$ cat src/rtl/sat_counter.sv
// Saturating up-counter with synchronous clear; holds at all-ones.
module sat_counter #(
   parameter int W = 8
) (
   input  logic         clk,
   input  logic         rst,
   input  logic         clr,
   input  logic         inc,
   output logic [W-1:0] count
);

   // count up on inc, stick at the maximum value
   always_ff @(posedge clk) begin
      if (rst || clr) begin
         count <= '0;
      end else if (inc && (count != {W{1'b1}})) begin
         count <= count + {{(W-1){1'b0}}, 1'b1};
      end else begin
         count <= count;
      end
   end

endmodule

$ cat config.mk
export PLATFORM = sky130hd
export DESIGN_NAME = sat_counter
export DESIGN_NICKNAME = d
export VERILOG_FILES = /design/src/rtl/sat_counter.sv
export SDC_FILE = /design/constraint.sdc
export NUM_CORES = 1
export LEC_CHECK = 0
export ABC_AREA = 1
export CORE_AREA = 4 4 41 43
export CTS_BUF_LIST = sky130_fd_sc_hd__clkbuf_8 sky130_fd_sc_hd__clkbuf_16
export DETAILED_ROUTE_END_ITERATION = 7
export DIE_AREA = 0 0 45 47
export PLACE_DENSITY = 0.62
export SYNTH_ARGS = -nofsm -noshare
export SYNTH_HDL_FRONTEND = slang
export SYNTH_SLANG_ARGS = --single-unit
export TNS_END_PERCENT = 5
$ cat constraint.sdc
create_clock -name clk -period 3.9 [get_ports clk]
set_clock_uncertainty 0.05 [all_clocks]
set_input_delay 0.78 -clock clk [delete_from_list [all_inputs] [get_ports clk]]
set_output_delay 0.78 -clock clk [all_outputs]
set_load 0.02 [all_outputs]
Word-level counts from Yosys, hierarchy flattened
Index checks and enable logic that the tools add are counted.
{"block": "word_totals", "ff_bits": 8, "in_bits": 4, "output_inout_bits": 8, "elab_cells": 5}
{"block": "op_classes", "n_addsub": 1, "n_eq_ne": 1, "n_reduce_logical": 2}
{"cell": "adder 8 x 1 -> 8 bit, second input constant", "count": 1}
{"cell": "!= test 8 bit, second input constant", "count": 1}
{"cell": "logical AND 1 bit", "count": 1}
{"cell": "logical OR 1 bit", "count": 1}

Depth between registers and ports, before layout
Gate-level depths: netlist of run 1.
{"block": "depth", "ltp_word": 2, "ltp_mapped": 8, "mapped_depth_nobuf": 8}

Worst setup path before layout of run 1
OpenSTA, ideal clock, no wires.
{"block": "synth_path", "path_type": "reg-to-reg", "startpoint": "register count[0]", "endpoint": "register count[5]", "setup_ps": 115, "arrival_time_ps": 1243, "required_ps": 3735, "slack_ps": 2492, "path_stages_with_launch": 8, "path_buffers": 1, "synth_period_minus_slack_ps": 1408, "path_cell_list": "dfxtp_1 > ha_1 > nand2_1 > nor2_1 > nand2_2 > buf_6 > a21oi_1 > nor2_1"}
{"block": "synth_via", "elab_chain_cells": 2, "elab_cells_between_ends": 3, "classes_between": "add/sub (1); eq/ne (1); reduce/logical (1)"}
{"element": "start: declaration", "line": "9", "source": "output logic [W-1:0] count"}
{"element": "start signal: assignment", "line": "17", "source": "count <= count + {{(W-1){1'b0}}, 1'b1};"}
{"element": "start signal: assignment", "line": "19", "source": "count <= count;"}
{"element": "branches (longest 2 deep; another with adder 8 x 1 -> 8 bit)"}
Several ways; the timed one is not identified.
A chain may end at the register's enable or synchronous reset.

Worst setup path after layout of run 1
{"block": "layout_path", "startpoint": "register count[2]", "endpoint": "output count[2]"}
No word-level cell between the ends.

==> results.json, run 1 <==
{
  "place_area_sq_um": 565.5,
  "drc": 0,
  "clockBufferDepth": 2,
  "areaGrowthSynthToFinish_pct": 35.47,
  "path_depth": 1,
  "setup_viol": 0,
  "grt_overflow_total": 0,
  "core-area_sq_um": 1301,
  "final-instance-count-excl-fill": 95,
  "top_register": "count",
  "comb_power_share": 0.072,
  "synthTopCellsByCount": "nand2_1, nor2_1, dfxtp_1, inv_1, a21oi_1",
  "arrival_ns": 1.28,
  "grt_usage": 0.1101,
  "grt.met2_usage": 0.1328,
  "crit_path_max_fanout": 6,
  "fmax_mhz": 473.1,
  "numCtsBuffers": 3,
  "seq_power_share": 0.421,
  "die_area_sq_um": 2115,
  "crit_chain": "clkdlybuf4s50_1",
  "num_rows": 13,
  "yosysTopAreaCellShare": 0.3575,
  "grt_util_met3": 0.03448,
  "p_sw_frac": 0.2108,
  "p_int_mw": 0.1576,
  "fin_nets": 87,
  "crit_buf_inv": 1,
  "grt_pass1_vias": 367,
  "syn_inst": 67,
  "fin_setup_tns_ns": 0,
  "finalInstanceArea_sq_um": 606.8,
  "synth_edf_count": 0,
  "die_w_um": 45,
  "ios": 12,
  "die_height_um": 47,
  "dpl.hpwl_um": 661.5,
  "use_met1": 0.1350,
  "grt_max_degree": 12,
  "drtIter0Drc": 13,
  "cp_top_family": "buffers and inverters",
  "cts.sink_count": 8,
  "yosysWarnings": 0,
  "status": "completed",
  "drtPass1Iterations": 4,
  "ys_ff_latch": 8,
  "rsz0062_at_grt": "no",
  "cts_tree": "yes",
  "gp_congestion": 0.7789,
  "tightest_slew_ns": 0.2278,
  "clock_power_share": 0.507,
  "min_path_cells": 2,
  "cp_slowest_cell": "clkdlybuf4s50_1",
  "antenna_found_initial": 0,
  "post-synth-top-count-cell": "nand2_1",
  "critPathRequiredTime_ns": 3.07,
  "placedCellCount": 92,
  "clk_latency_ns": 0.23,
  "synth_area_leaders": "dfxtp_1, nand2_1, nor2_1",
  "start_util": 0.3442,
  "p_leak_nw": 0.2554,
  "synth_top_area_cell": "dfxtp_1",
  "root_buffer": "clkbuf_8",
  "vias": 433,
  "avgSynthCellArea_sq_um": 6.686,
  "cts_setup_buffers": 0,
  "ir_drop_mv": 0.1864,
  "setup.worst_path.start_class": "flop",
  "drv_slew": 0,
  "fin_crit_ns": 2.114,
  "fin_crit_sh": 0.5420,
  "synth_fp_nets": 72,
  "clkTransAtPathRegs_ns": 0.04,
  "path_class": "flop to output port",
  "io_buffers": 11,
  "async_reset_ff_frac": 0,
  "r2r_cells": 8,
  "n_antenna_cell": 0,
  "holdCritPathClass": "flop to flop",
  "antenna_left": 0,
  "grt_pass1_wl_mm": 1.538,
  "post_drt_wl_per_cell_um": 9.484,
  "power_density_nw_per_um2": 329.0,
  "max_stage_delay_ns": 0.64,
  "post_route_cells_drive_above_1_share": 0.1125,
  "synth.cell_area_sq_um": 447.9,
  "ctsHoldBuffers": 0,
  "grt.busiest_layer": "met4",
  "ys_seq_area_frac": 0.3575,
  "switching_power_mw": 0.04209,
  "via_per_inst": 4.558,
  "maxCapViolCount": 0,
  "yosysUniqueCellTypes": 17,
  "ctsResizeCount": 0,
  "largest_register_ffs": 8,
  "slew_headroom": 0.8470,
  "wirelength_um": 901,
  "cts.htree.levels": 1,
  "end_kind": "output port",
  "reg.largest.list": "count x8",
  "fill_cells": 141,
  "hold_viol_final": 0,
  "synth_ff_type": "dfxtp_1"
}
-- cell families after synthesis --
group                    count (synthesis)  synth area share
AND/OR/NAND/NOR                         43            0.4525
adder cells (fa/ha/maj)                  1           0.02793
flip-flops                               8            0.3575
buffers and inverters                    9           0.09216
AO/OA/AOI/OAI                            6           0.06983
-- power by group through the flow --
stage	clock (mW)	combinational [mW]	sequential, mW
floorplan	0	0.00583	0.0865
global placement	0	0.0145	0.0855
detailed placement	0	0.0146	0.0855
CTS	0.106	0.0146	0.0841
global route	0.112	0.0159	0.0841
finish	0.101	0.0144	0.0841
-- metal layers --
metal | vias to the layer above | share of wire
li1 | 235 | -
met1 | 183 | 0.49
met2 | 10 | 0.42
met3 | 5 | 0.048
met4 | 0 | 0.049
met5 | - | 0
-- stage by stage --
stage | hold WS, ns | power, mW | worst slack, ns | utilization
final | 0.4529 | 0.1997 | 1.786 | 0.4663
after global routing | 0.4739 | 0.2117 | 1.730 | 0.4663
after CTS | 0.4638 | 0.2045 | 1.776 | 0.4663
after detailed placement | 0.4526 | 0.1001 | 1.845 | 0.4346
after global placement | 0.4307 | 0.1000 | 1.857 | 0.4346
after floorplan | 0.5460 | 0.09235 | 2.492 | -
-- placed cells by master, fill, tap and decap left out, types with 3 or more instances in the layout --
master | Yosys | routed
inv_1 | 6 | 6
clkbuf_8 | 0 | 3
nor2_1 | 13 | 13
a21oi_1 | 5 | 5
nand3_1 | 4 | 4
nand2_1 | 20 | 20
clkdlybuf4s50_1 | 0 | 11
dfxtp_1 | 8 | 8
-- worst reg2reg max path, delay by kind of cell, from the launching register on --
kind	cells	cell delay [ns]
fa+ha+maj	1	0.18
simple gates	7	0.61
flops	1	0.39
-- worst paths after layout --
path | slack, ns | end | from
min reg2reg | 0.45 | count[6] | count[6]
max reg2reg | 2.56 | count[3] | count[0]
min | 0.45 | count[6] | count[6]
max | 1.79 | count[2] | count[2]
-- area by class of cell --
class | instances | area, sq um | share of cell area
inverters | 8 | 30.03 | 0.04948
flip-flops and latches | 8 | 160.2 | 0.2639
well taps | 15 | 18.77 | 0.03093
repair buffers | 11 | 110.1 | 0.1814
multi-input cells | 50 | 246.5 | 0.4062
clock buffers | 3 | 41.29 | 0.06804
(Power assumes the default switching activity.)
==> run 2: changes to the inputs <==
==> constraint.sdc (replaced) <==
create_clock -name clk -period 2.1 [get_ports clk]
set_clock_uncertainty 0.05 [all_clocks]
set_input_delay 0.42 -clock clk [delete_from_list [all_inputs] [get_ports clk]]
set_output_delay 0.42 -clock clk [all_outputs]
set_load 0.02 [all_outputs]
==> results.json, run 2 (same netlist as run 1, synthesis figures left out) <==
{
  "cts.htree.levels": 1,
  "drc": 0,
  "numCtsBuffers": 3,
  "arrival_ns": 1.28,
  "gp_congestion": 0.7457,
  "clkTransAtPathRegs_ns": 0.05,
  "mostFrequentLayoutCells": "nand2_1, nor2_1, clkdlybuf4s50_1, dfxtp_1, inv_1",
  "path_class": "flop to output port",
  "grt_pass1_wl_mm": 1.511,
  "reg2reg_to": "count[3]",
  "holdCritPathClass": "flop to flop",
  "antenna_found_initial": 0,
  "critPathRequiredTime_ns": 1.63,
  "r2r_cells": 8,
  "hold_viol_final": 0,
  "clk_latency_ns": 0.23,
  "largest_register_ffs": 8,
  "fin_crit_ns": 1.746,
  "setup_viol": 0,
  "seqCellArea_sq_um": 160.2,
  "ios": 12,
  "via_per_inst": 4.558,
  "seq_power_share": 0.419,
  "reg2reg_setup_slack_ns": 0.75,
  "r2r_start": "count[0]",
  "switching_power_mw": 0.07981,
  "core-area_sq_um": 1301,
  "p_int_mw": 0.2928,
  "power_density_nw_per_um2": 614.0,
  "tightest_slew_ns": 0.2215,
  "end_kind": "output port",
  "antenna_left": 0,
  "fmax_mhz": 572.6,
  "cts_tree": "yes",
  "num_rows": 13,
  "crit_buf_inv": 1,
  "die_area_sq_um": 2115,
  "clock_power_share": 0.509,
  "grt_overflow_total": 0,
  "vias": 433,
  "rsz0062_at_grt": "no",
  "cts_setup_buffers": 0,
  "clockBufferDepth": 2,
  "ir_drop_mv": 0.4770,
  "worstHoldStart": "count[6]",
  "fin_setup_tns_ns": 0,
  "drtIter0Drc": 4,
  "power_mw": 0.3726,
  "min_to": "count[6]",
  "top_register": "count",
  "maxCapViolCount": 0,
  "final_common_cell": "nand2_1",
  "max_stage_delay_ns": 0.64,
  "min_path_cells": 2,
  "dpl.hpwl_um": 648.8,
  "fin_util": 0.4663,
  "setup.worst_path.start_class": "flop",
  "start_util": 0.3442,
  "status": "completed",
  "p_leak_nw": 0.2554,
  "crit_path_max_fanout": 6,
  "p_sw_frac": 0.2142,
  "root_buffer": "clkbuf_8",
  "slew_headroom": 0.8512,
  "die_height_um": 47,
  "post_drt_wl_per_cell_um": 9.042,
  "comb_power_share": 0.072,
  "grt_usage": 0.1043,
  "grt_pass1_vias": 373,
  "areaGrowthSynthToFinish_pct": 35.47,
  "die_w_um": 45,
  "reg.largest.list": "count x8",
  "ctsResizeCount": 0,
  "multi_input_comb_area_sq_um": 246.5,
  "post_route_cells_drive_above_1_share": 0.1125,
  "grt_max_degree": 12,
  "fin_crit_sh": 0.8316,
  "cp_slowest_cell": "clkdlybuf4s50_1",
  "ctsHoldBuffers": 0,
  "crit_chain": "clkdlybuf4s50_1",
  "fin_nets": 87,
  "fill_cells": 145,
  "cp_top_family": "buffers and inverters",
  "n_antenna_cell": 0,
  "drv_slew": 0,
  "cts.sink_count": 8,
  "drtPass1Iterations": 2,
  "io_buffers": 11,
  "wirelength_um": 859
}
run 2: cell counts in the layout (fill, tap and decap cells not counted):
No cell type changed its count.
run 2: worst max path at each step:
stage / startpoint / end / slack, ns / cells past startpoint
3_3_place_gp: inc / count[4] / 0.40 / 6
2_1_floorplan: count[0] / count[5] / 0.69 / 7
4_1_cts: count[2] / count[2] / 0.35 / 1
6_report: count[2] / count[2] / 0.35 / 1
5_1_grt: count[2] / count[2] / 0.30 / 1
3_5_place_dp: inc / count[4] / 0.40 / 6
run 2: per-layer routing:
metal	part of all wire	vias up	track usage
met4	0.026	0	0.07018
met2	0.42	10	0.1441
li1	-	236	-
met1	0.48	183	0.1207
met5	0	-	0
met3	0.071	4	0.06130
run 2: final cells by class:
cell class,count,share of cell area
flip-flops and latches,8,0.2639
clock buffers,3,0.06804
well taps,15,0.03093
inverters,8,0.04948
multi-input cells,50,0.4062
repair buffers,11,0.1814
run 2: power by group through the flow:
stage	clock network, mW	registers, mW	logic, mW
finish	0.190	0.156	0.0268
global route	0.203	0.156	0.0293
CTS	0.195	0.156	0.0271
detailed placement	0	0.159	0.0270
global placement	0	0.159	0.0270
floorplan	0	0.161	0.0108
run 2: through the flow:
step	hold slack, ns	area, sq um	setup slack (ns)	cells
2_1_floorplan	0.5184	447.9	0.6917	67
3_3_place_gp	0.4326	565.5	0.4046	92
3_5_place_dp	0.4427	565.5	0.4032	92
4_1_cts	0.4535	606.8	0.3496	95
5_1_grt	0.4847	606.8	0.2972	95
6_report	0.4416	606.8	0.3536	95
